[config.mk]
export PLATFORM = sky130hd
export DESIGN_NAME = usb_tx_controller_flat
export DESIGN_NICKNAME = d
export VERILOG_FILES = /design/src/rtl/usb_tx_controller_if.sv /design/src/rtl/usb_tx_controller.sv /design/src/flat_wrapper.sv
export SDC_FILE = /design/constraint.sdc
export NUM_CORES = 1
export LEC_CHECK = 0
export CORE_MARGIN = 2
export CORE_UTILIZATION = 25
export DETAILED_ROUTE_END_ITERATION = 12
export MAX_ROUTING_LAYER = met4
export PLACE_DENSITY_LB_ADDON = 0.2
export SYNTH_ARGS = -nofsm -noshare
export SYNTH_HDL_FRONTEND = slang
export SYNTH_SLANG_ARGS = --single-unit
[constraint.sdc]
create_clock -name clk -period 3.3 [get_ports clk]
set_clock_uncertainty 0.2 [all_clocks]
set_input_delay 0.66 -clock clk [delete_from_list [all_inputs] [get_ports clk]]
set_output_delay 0.66 -clock clk [all_outputs]
set_load 0.1 [all_outputs]
[src/rtl/usb_tx_controller_if.sv]
`default_nettype none
// ------------------------------------------------------------------------
// usb_tx_controller_if : FT245 transmit-side bus bundle          rev 1.0
// ------------------------------------------------------------------------
interface usb_tx_controller_if #(
  parameter int FIFO_AW = 3
);
  logic [7:0]       tx_data;
  logic             tx_valid;
  logic             tx_ready;
  logic             txe_n_raw;
  logic             rx_active;
  logic [7:0]       data_out;
  logic             data_oe;
  logic             wr_n;
  logic [FIFO_AW:0] fifo_count;
  logic             busy;

  modport master (
    output tx_data, tx_valid, txe_n_raw, rx_active,
    input  tx_ready, data_out, data_oe, wr_n, fifo_count, busy
  );

  modport slave (
    input  tx_data, tx_valid, txe_n_raw, rx_active,
    output tx_ready, data_out, data_oe, wr_n, fifo_count, busy
  );
endinterface
`default_nettype wire

[src/rtl/usb_tx_controller.sv]
`default_nettype none
// ------------------------------------------------------------------------
// usb_tx_controller : byte FIFO + txe_n/wr_n write sequencer    rev 1.0
// ------------------------------------------------------------------------
module usb_tx_controller #(
  parameter int FIFO_AW       = 3,
  parameter int SETUP_CYCLES  = 2,
  parameter int STROBE_CYCLES = 3,
  parameter int HOLD_CYCLES   = 1
) (
  input  wire logic          clk,
  input  wire logic          reset,
  usb_tx_controller_if.slave bus
);
  localparam int               DEPTH   = 1 << FIFO_AW;
  localparam int               CNT_W   = 8;
  localparam logic [FIFO_AW:0] C_DEPTH = (FIFO_AW + 1)'(DEPTH);

  typedef enum logic [1:0] {
    S_IDLE   = 2'd0,
    S_SETUP  = 2'd1,
    S_STROBE = 2'd2,
    S_HOLD   = 2'd3
  } state_t;

  logic             r_txe_meta;
  logic             r_txe_s;
  logic [7:0]       r_mem [DEPTH];
  logic [FIFO_AW-1:0] r_wr_ptr;
  logic [FIFO_AW-1:0] r_rd_ptr;
  logic [FIFO_AW:0] r_count;
  state_t           r_state;
  logic [CNT_W-1:0] r_cnt;
  logic [7:0]       r_data_out;
  logic             r_data_oe;
  logic             r_wr_n;

  state_t           w_state_nxt;
  logic [CNT_W-1:0] w_cnt_nxt;
  logic             w_push;
  logic             w_pop;
  logic             w_load;
  logic             w_tx_ready;

  // txe_n is driven by the USB chip on its own timing; preset to "full".
  always_ff @(posedge clk or posedge reset) begin
    if (reset) begin
      r_txe_meta <= 1'b1;
      r_txe_s    <= 1'b1;
    end else begin
      r_txe_meta <= bus.txe_n_raw;
      r_txe_s    <= r_txe_meta;
    end
  end

  assign w_tx_ready = (r_count != C_DEPTH);
  assign w_push     = bus.tx_valid && w_tx_ready;

  always_ff @(posedge clk) begin
    if (w_push) begin
      r_mem[r_wr_ptr] <= bus.tx_data;
    end
  end

  always_ff @(posedge clk or posedge reset) begin
    if (reset) begin
      r_wr_ptr <= '0;
      r_rd_ptr <= '0;
      r_count  <= '0;
    end else begin
      if (w_push) r_wr_ptr <= r_wr_ptr + FIFO_AW'(1);
      if (w_pop)  r_rd_ptr <= r_rd_ptr + FIFO_AW'(1);
      case ({w_push, w_pop})
        2'b10:   r_count <= r_count + (FIFO_AW + 1)'(1);
        2'b01:   r_count <= r_count - (FIFO_AW + 1)'(1);
        default: r_count <= r_count;
      endcase
    end
  end

  // Only SETUP honours backpressure; once wr_n has fallen the cycle must finish.
  always_comb begin
    w_state_nxt = r_state;
    w_cnt_nxt   = r_cnt;
    w_pop       = 1'b0;
    w_load      = 1'b0;
    case (r_state)
      S_IDLE: begin
        if ((r_count != '0) && !r_txe_s && !bus.rx_active) begin
          w_state_nxt = S_SETUP;
          w_cnt_nxt   = CNT_W'(SETUP_CYCLES - 1);
          w_load      = 1'b1;
        end
      end
      S_SETUP: begin
        if (r_txe_s || bus.rx_active) begin
          w_state_nxt = S_IDLE;
        end else if (r_cnt == '0) begin
          w_state_nxt = S_STROBE;
          w_cnt_nxt   = CNT_W'(STROBE_CYCLES - 1);
        end else begin
          w_cnt_nxt   = r_cnt - CNT_W'(1);
        end
      end
      S_STROBE: begin
        if (r_cnt == '0) begin
          w_state_nxt = S_HOLD;
          w_cnt_nxt   = CNT_W'(HOLD_CYCLES - 1);
        end else begin
          w_cnt_nxt   = r_cnt - CNT_W'(1);
        end
      end
      S_HOLD: begin
        if (r_cnt == '0) begin
          w_state_nxt = S_IDLE;
          w_pop       = 1'b1;
        end else begin
          w_cnt_nxt   = r_cnt - CNT_W'(1);
        end
      end
      default: w_state_nxt = S_IDLE;
    endcase
  end

  always_ff @(posedge clk or posedge reset) begin
    if (reset) begin
      r_state    <= S_IDLE;
      r_cnt      <= '0;
      r_data_out <= 8'h00;
      r_data_oe  <= 1'b0;
      r_wr_n     <= 1'b1;
    end else begin
      r_state   <= w_state_nxt;
      r_cnt     <= w_cnt_nxt;
      r_wr_n    <= (w_state_nxt != S_STROBE);
      r_data_oe <= (w_state_nxt != S_IDLE);
      if (w_load) r_data_out <= r_mem[r_rd_ptr];
    end
  end

  assign bus.tx_ready   = w_tx_ready;
  assign bus.fifo_count = r_count;
  assign bus.data_out   = r_data_out;
  assign bus.data_oe    = r_data_oe;
  assign bus.wr_n       = r_wr_n;
  assign bus.busy       = (r_state != S_IDLE);
endmodule
`default_nettype wire
[src/flat_wrapper.sv]
// flat-port wrapper written by rule: the top's interface ports become plain ports
module usb_tx_controller_flat 
#(
  parameter int FIFO_AW       = 3,
  parameter int SETUP_CYCLES  = 2,
  parameter int STROBE_CYCLES = 3,
  parameter int HOLD_CYCLES   = 1
)
  (clk, reset, bus_tx_data, bus_tx_valid, bus_txe_n_raw, bus_rx_active, bus_tx_ready, bus_data_out, bus_data_oe, bus_wr_n, bus_fifo_count, bus_busy);
  usb_tx_controller_if #(.FIFO_AW(FIFO_AW)) bus_i ();
  input  wire logic clk;
  input  wire logic reset;
  input wire logic [$bits(bus_i.tx_data)-1:0] bus_tx_data;
  input wire logic [$bits(bus_i.tx_valid)-1:0] bus_tx_valid;
  input wire logic [$bits(bus_i.txe_n_raw)-1:0] bus_txe_n_raw;
  input wire logic [$bits(bus_i.rx_active)-1:0] bus_rx_active;
  output wire logic [$bits(bus_i.tx_ready)-1:0] bus_tx_ready;
  output wire logic [$bits(bus_i.data_out)-1:0] bus_data_out;
  output wire logic [$bits(bus_i.data_oe)-1:0] bus_data_oe;
  output wire logic [$bits(bus_i.wr_n)-1:0] bus_wr_n;
  output wire logic [$bits(bus_i.fifo_count)-1:0] bus_fifo_count;
  output wire logic [$bits(bus_i.busy)-1:0] bus_busy;
  assign bus_i.tx_data = bus_tx_data;
  assign bus_i.tx_valid = bus_tx_valid;
  assign bus_i.txe_n_raw = bus_txe_n_raw;
  assign bus_i.rx_active = bus_rx_active;
  assign bus_tx_ready = bus_i.tx_ready;
  assign bus_data_out = bus_i.data_out;
  assign bus_data_oe = bus_i.data_oe;
  assign bus_wr_n = bus_i.wr_n;
  assign bus_fifo_count = bus_i.fifo_count;
  assign bus_busy = bus_i.busy;
  usb_tx_controller #(.FIFO_AW(FIFO_AW), .SETUP_CYCLES(SETUP_CYCLES), .STROBE_CYCLES(STROBE_CYCLES), .HOLD_CYCLES(HOLD_CYCLES)) u_core (.clk(clk), .reset(reset), .bus(bus_i));
endmodule
==> impl_metrics.yaml, run 1 <==
clock_network:
  clkTransAtPathRegs_ns: 0.07
  numCtsBuffers: 9
  cts_tree: "yes"
  postCtsResizedCells: 0
  clk_path_buf_depth: 2
  cts_hold_buffers: 0
  htree_levels: 3
  cts_root_buffer: "clkbuf_16"
  cts_setup_buffers: 0
  cts_sinks: 96
  clk_latency_ns: 0.34
yosys:
  synth_seq_area_share_pct: 66.96
  synth_edf_count: 64
  synth_area_leaders: "edfxtp_1 (47%), dfrtp_1 (18%), mux4_2 (8.9%), mux2i_1 (2.2%), ha_1 (2.2%)"
  synth_area_leader_cell: "edfxtp_1"
  async_flop_share_pct: 33.33
  ys_ff_latch: 96
  ys_warn_count: 0
  synth.net_count: 281
  syn_avg_cell_area_sq_um: 15.60
  syn_area_sq_mm: 0.004071
  syn_inst: 261
  yosysTopAreaCellShare_pct: 47.20
  synth_ff_type: "edfxtp_1"
  yosysUniqueCellTypes: 51
sta:
  setup_viol: 0
  worstMarginPinSlew_ns: 0.8891
  min_period_over_period_pct: 82.71
  rsz0062_at_grt: "false"
  tns_ns: 0
  setup_slack_ns: 0.5705
  min_period_ns: 2.729
  whs_ns: 0.1519
  hold_violations: 0
  fmax_ghz: 0.3664
  slew_headroom_pct: 40.73
  maxSlewViolCount: 0
critical_path:
  cp-end-kind: "flop"
  path_class: "reg2reg"
  worst_r2r_endpoint: "u_core.bus.fifo_count[2]"
  critPathLaunch: "u_core.r_cnt[0]"
  crit_end: "u_core.bus.fifo_count[2]"
  critPathMaxFanout: 5
  r2r_start: "u_core.r_cnt[0]"
  rr_worst_depth: 13
  crit_arrival_ns: 2.74
  reg2reg_slack_ns: 0.57
  required_ns: 3.31
  start_kind: "flop"
global_route:
  antenna_found_initial: 0
  grt_overflow: 0
  grt_pass1_vias: 2345
  grt_pass1_wl_um: 13420
  grt_max_degree: 21
  grt.total_usage_pct: 10.51
min_path:
  hold_depth: 0
  min_path_type: "reg2reg"
  hold_path_startpoint: "u_core.r_txe_meta"
routing:
  dr_total_vias: 2285
  wire_per_inst_um: 15.83
  routed_wl_um: 8375
  drc_errors: 0
  ant_nets: 0
  vias_per_cell: 4.319
  drt_iter0_markers: 218
  dr.pass1.iters: 4
layout:
  layout_common_cells: "edfxtp_1 (64), buf_4 (32), dfrtp_1 (28)"
  antenna_cells: 0
  syn2layout_area_growth_pct: 21.30
  final_nets: 328
  final_cells: 529
  num-fill-cells: 1589
  layout_commonest_cell: "edfxtp_1"
  drive_gt1_share_pct: 24.28
  design_area_sq_mm: 0.004938
placement:
  dpl-instance-area_sq_mm: 0.004667
  gp_congestion: 0.8196
  io_buffers: 28
  dp.cells: 513
  hpwl_um: 5638
  dp_slack_ns: 0.5228
floorplanning:
  io-pin-count: 29
  rows: 46
  die_height_um: 131.6
  dieArea_sq_mm: 0.01732
  start_util_pct: 25.63
  die_w_um: 131.6
  core_sq_mm: 0.01589
job:
  drv_cap: 0
outcome:
  status: "completed"
power_and_ir_drop:
  leakage_nw: 1.779
  p_per_area_mw_per_mm2: 906.7
  ir_drop_v: 0.0003300
-- cells by family after synthesis --
kind of cell / share of synthesized area [%]
buf+inv: 1.721
flops: 66.96
mux: 11.89
fa+ha+maj: 2.151
simple gates: 9.373
compound gates: 6.177
xor+xnor: 1.721
-- flip-flops by register name, indices dropped and copies added, names as in the netlist --
| register | flops |
|---|---|
| u_core.bus.data_oe | 1 |
| u_core.r_rd_ptr | 3 |
| u_core.bus.fifo_count | 4 |
| u_core.r_txe_meta | 1 |
| u_core.bus.data_out | 8 |
| u_core.r_state | 2 |
| u_core.r_cnt | 8 |
| u_core.r_txe_s | 1 |
| u_core.r_wr_ptr | 3 |
| u_core.bus.wr_n | 1 |
| u_core.r_mem | 64 |
-- layer usage --
layer,vias up,track usage (%),part of all wire (%)
met5,-,-,0
met3,8,2.431,2.5
met4,0,3.804,1.4
met2,29,16.00,47
met1,1144,13.75,49
li1,1104,-,-
-- power by group --
group / switching (mW) / internal (mW)
logic: 1.21 / 0.548
registers: 0.206 / 1.56
clock network: 0.449 / 0.510
-- stage by stage --
| stage | power (mW) | util (%) |
|---|---|---|
| 6_report | 4.478 | 31.09 |
| 3_3_place_gp | 3.544 | 29.38 |
| 4_1_cts | 4.539 | 31.09 |
| 3_5_place_dp | 3.564 | 29.38 |
| 2_1_floorplan | 3.095 | - |
| 5_1_grt | 4.721 | 31.09 |
-- cell usage after synthesis, drive strengths merged (2+ instances only) --
master,number
inv,8
nand3,5
nor3b,3
o21ai,11
mux4,16
o2111ai,3
dfrtp,29
nand2b,2
nor3,7
a21oi,9
xnor2,4
or4,4
mux2,3
clkbuf,4
nand4,3
mux2i,9
buf,4
edfxtp,64
nor4,2
nand2,18
a21o,3
xor2,4
ha,7
a31oi,2
dfstp,3
nor2,14
-- worst min path at each step --
stage	endpoint	slack [ns]
after CTS	u_core.r_txe_s	0.15
after floorplan	u_core.r_txe_s	0.15
after detailed placement	u_core.r_txe_s	0.15
final	u_core.r_txe_s	0.15
after global routing	u_core.r_txe_s	0.15
after global placement	u_core.r_txe_s	0.15
-- layout make-up --
class / instances / area, sq um / share of cell area, %
Timing Repair Buffer: 44 / 360.3 / 7.297
Clock inverter: 7 / 46.29 / 0.9374
Clock buffer: 9 / 225.2 / 4.560
Tap cell: 216 / 270.3 / 5.473
Sequential cell: 96 / 2728 / 55.23
Inverter: 8 / 30.03 / 0.6081
Multi-Input combinational cell: 149 / 1279 / 25.89
-- worst max-delay path: stages (launching register included) --
cell and delay, ns:
dfrtp_1 0.41, inv_1 0.13, ha_1 0.18, nor3b_1 0.22
buf_4 0.17, nand4_1 0.13, inv_1 0.11, ha_1 0.26
xor2_1 0.10, ha_1 0.19, a21oi_1 0.14, xor2_1 0.16
nor2_1 0.07, xor2_1 0.14
Note: power is estimated with default switching activity, not from simulation.
==> run 2, diff against run 1 <==
Clock period 3.3 ns to 2.35 ns, I/O delays scaled along.
==> run 2 against run 1 <==
  * The flow now finishes with violations (negative setup slack)
  * Highest routed layer unchanged
  * Largest cell class unchanged
  * Fmax grew 15%
  * Via count rose by 3.5%
  * Global-route usage is 0.27 points higher
  * Clock power increased by 44%
  * Critical path type unchanged
==> impl_metrics.yaml, run 2 (synthesis gave the netlist of run 1 again) <==
outcome:
  status: "finished with violations"
  violations: "negative setup slack"
routing:
  drt_iter0_markers: 172
  wl_met2_um: 4018
  m1WireLength_um: 3926
  ant_nets: 0
  dr_total_vias: 2365
  dr_wl_met3_um: 261
  top_layer: "met4"
  dr.pass1.iters: 4
  drc_errors: 0
  wire_per_inst_um: 14.91
  vias_per_cell: 4.223
  routed_wl_um: 8349
global_route:
  grt_max_degree: 26
  grt_pass1_vias: 2495
  grt_pass1_wl_um: 13700
  grt.total_usage_pct: 10.78
  antenna_found_initial: 0
  grt_overflow: 0
sta:
  rsz0062_at_grt: "true"
  setup_slack_ns: -0.02203
  worstMarginPinSlew_ns: 0.5750
  setup_viol: 2
  tns_ns: -0.04133
  fmax_ghz: 0.4216
  hold_violations: 0
  whs_ns: 0.1567
  slew_headroom_pct: 61.66
  min_period_over_period_pct: 100.9
  maxSlewViolCount: 0
  min_period_ns: 2.372
critical_path:
  rr_worst_depth: 9
  cp-end-kind: "flop"
  critPathMaxFanout: 3
  r2r_start: "u_core.bus.fifo_count[1]"
  reg2reg_slack_ns: -0.02
  crit_arrival_ns: 2.40
  start_kind: "flop"
  required_ns: 2.38
  path_class: "reg2reg"
  worst_r2r_endpoint: "u_core.bus.fifo_count[2]"
power_and_ir_drop:
  p_switching_mw: 2.725
  p_sw_share_pct: 40.49
  internal_power_mw: 4.006
  power_frac_comb_pct: 43.5
  pwr-share-clk_pct: 20.5
  leakage_nw: 1.964
  total_power_mw: 6.730
  ir_drop_v: 0.0005659
  p_seq_share_pct: 36.0
  p_per_area_mw_per_mm2: 1262
clock_network:
  htree_levels: 3
  cts_root_buffer: "clkbuf_16"
  cts_tree: "yes"
  numCtsBuffers: 9
  cts_sinks: 96
  clkTransAtPathRegs_ns: 0.06
  clk_path_buf_depth: 2
  clk_latency_ns: 0.34
floorplanning:
  rows: 46
  die_w_um: 131.6
  io-pin-count: 29
  core_sq_mm: 0.01589
  start_util_pct: 25.63
  die_height_um: 131.6
  dieArea_sq_mm: 0.01732
placement:
  gp_congestion: 0.7700
  dp.cells: 539
  io_buffers: 28
  hpwl_um: 5757
layout:
  regMostFlops: "u_core.r_mem"
  final_cells: 560
  largest_register_ffs: 64
  num-fill-cells: 1582
  multi_input_area_sq_mm: 0.001354
  finish.utilization_pct: 33.57
  drive_gt1_share_pct: 36.34
  layout_common_cells: "edfxtp_1 (64), buf_4 (57), dfrtp_1 (25)"
  seqCellArea_sq_mm: 0.002739
  final_nets: 359
  layout_commonest_cell: "edfxtp_1"
  antenna_cells: 0
  syn2layout_area_growth_pct: 30.98
min_path:
  min_path_type: "reg2reg"
  hold_path_startpoint: "u_core.r_txe_meta"
  holdPathEnd: "u_core.r_txe_s"
  hold_depth: 0
job:
  drv_cap: 0
## run 2: metal layers
layer,GRT usage (%),vias to the layer above
li1,-,1167
met1,12.97,1162
met2,17.13,26
met3,3.048,10
met4,4.348,0
met5,-,-
## run 2: critical path, cell delays in order, from the launching register on
cell,delay [ns]
dfrtp_4,0.47
or4b_4,0.58
nand2_4,0.10
ha_4,0.14
xor2_1,0.16
ha_2,0.20
a21oi_2,0.03
xor2_1,0.15
nor2_1,0.08
xor2_1,0.15
## run 2: timing repair
| item | in CTS | in global routing |
|---|---|---|
| gates resized for setup | 2 | 9 |
| setup buffers | 3 | 2 |
| pin swaps | 2 | 7 |
| endpoints found under the setup margin | 3 | 7 |
| hold buffers | 0 | 0 |
## run 2: worst max path at each step
| stage | start | end | depth (start not counted) |
|---|---|---|---|
| final | u_core.bus.fifo_count[1] | u_core.bus.fifo_count[2] | 9 |
| after global routing | u_core.r_cnt[0] | u_core.bus.fifo_count[2] | 12 |
| after CTS | u_core.bus.fifo_count[1] | bus_tx_ready | 3 |
| after detailed placement | bus_tx_valid | u_core.bus.fifo_count[2] | 9 |
| after global placement | bus_tx_valid | u_core.bus.fifo_count[2] | 9 |
| after floorplan | u_core.bus.fifo_count[2] | u_core.bus.fifo_count[2] | 9 |
## run 2: through the flow
step	setup slack (ns)	area, sq um
finish	-0.02203	5333
global route	-0.1446	5333
CTS	-0.03086	5281
detailed placement	-0.05743	4975
global placement	-0.04219	4975
floorplan	-0.3782	4126
## run 2: final cells by class
type,count,share of cell area (%)
clock buffers,9,4.223
clock inverters,7,1.032
inverters,8,0.5631
multi-input cells,149,25.39
flip-flops and latches,96,51.36
well taps,216,5.068
repair buffers,75,12.37
## run 2: power groups by stage
stage | combinational (mW) | clock, mW | sequential (mW)
after floorplan | 1.11 | 0 | 3.28
after global placement | 2.83 | 0 | 2.46
after detailed placement | 2.85 | 0 | 2.47
after CTS | 2.89 | 1.42 | 2.42
after global routing | 3.14 | 1.50 | 2.48
final | 2.93 | 1.38 | 2.43
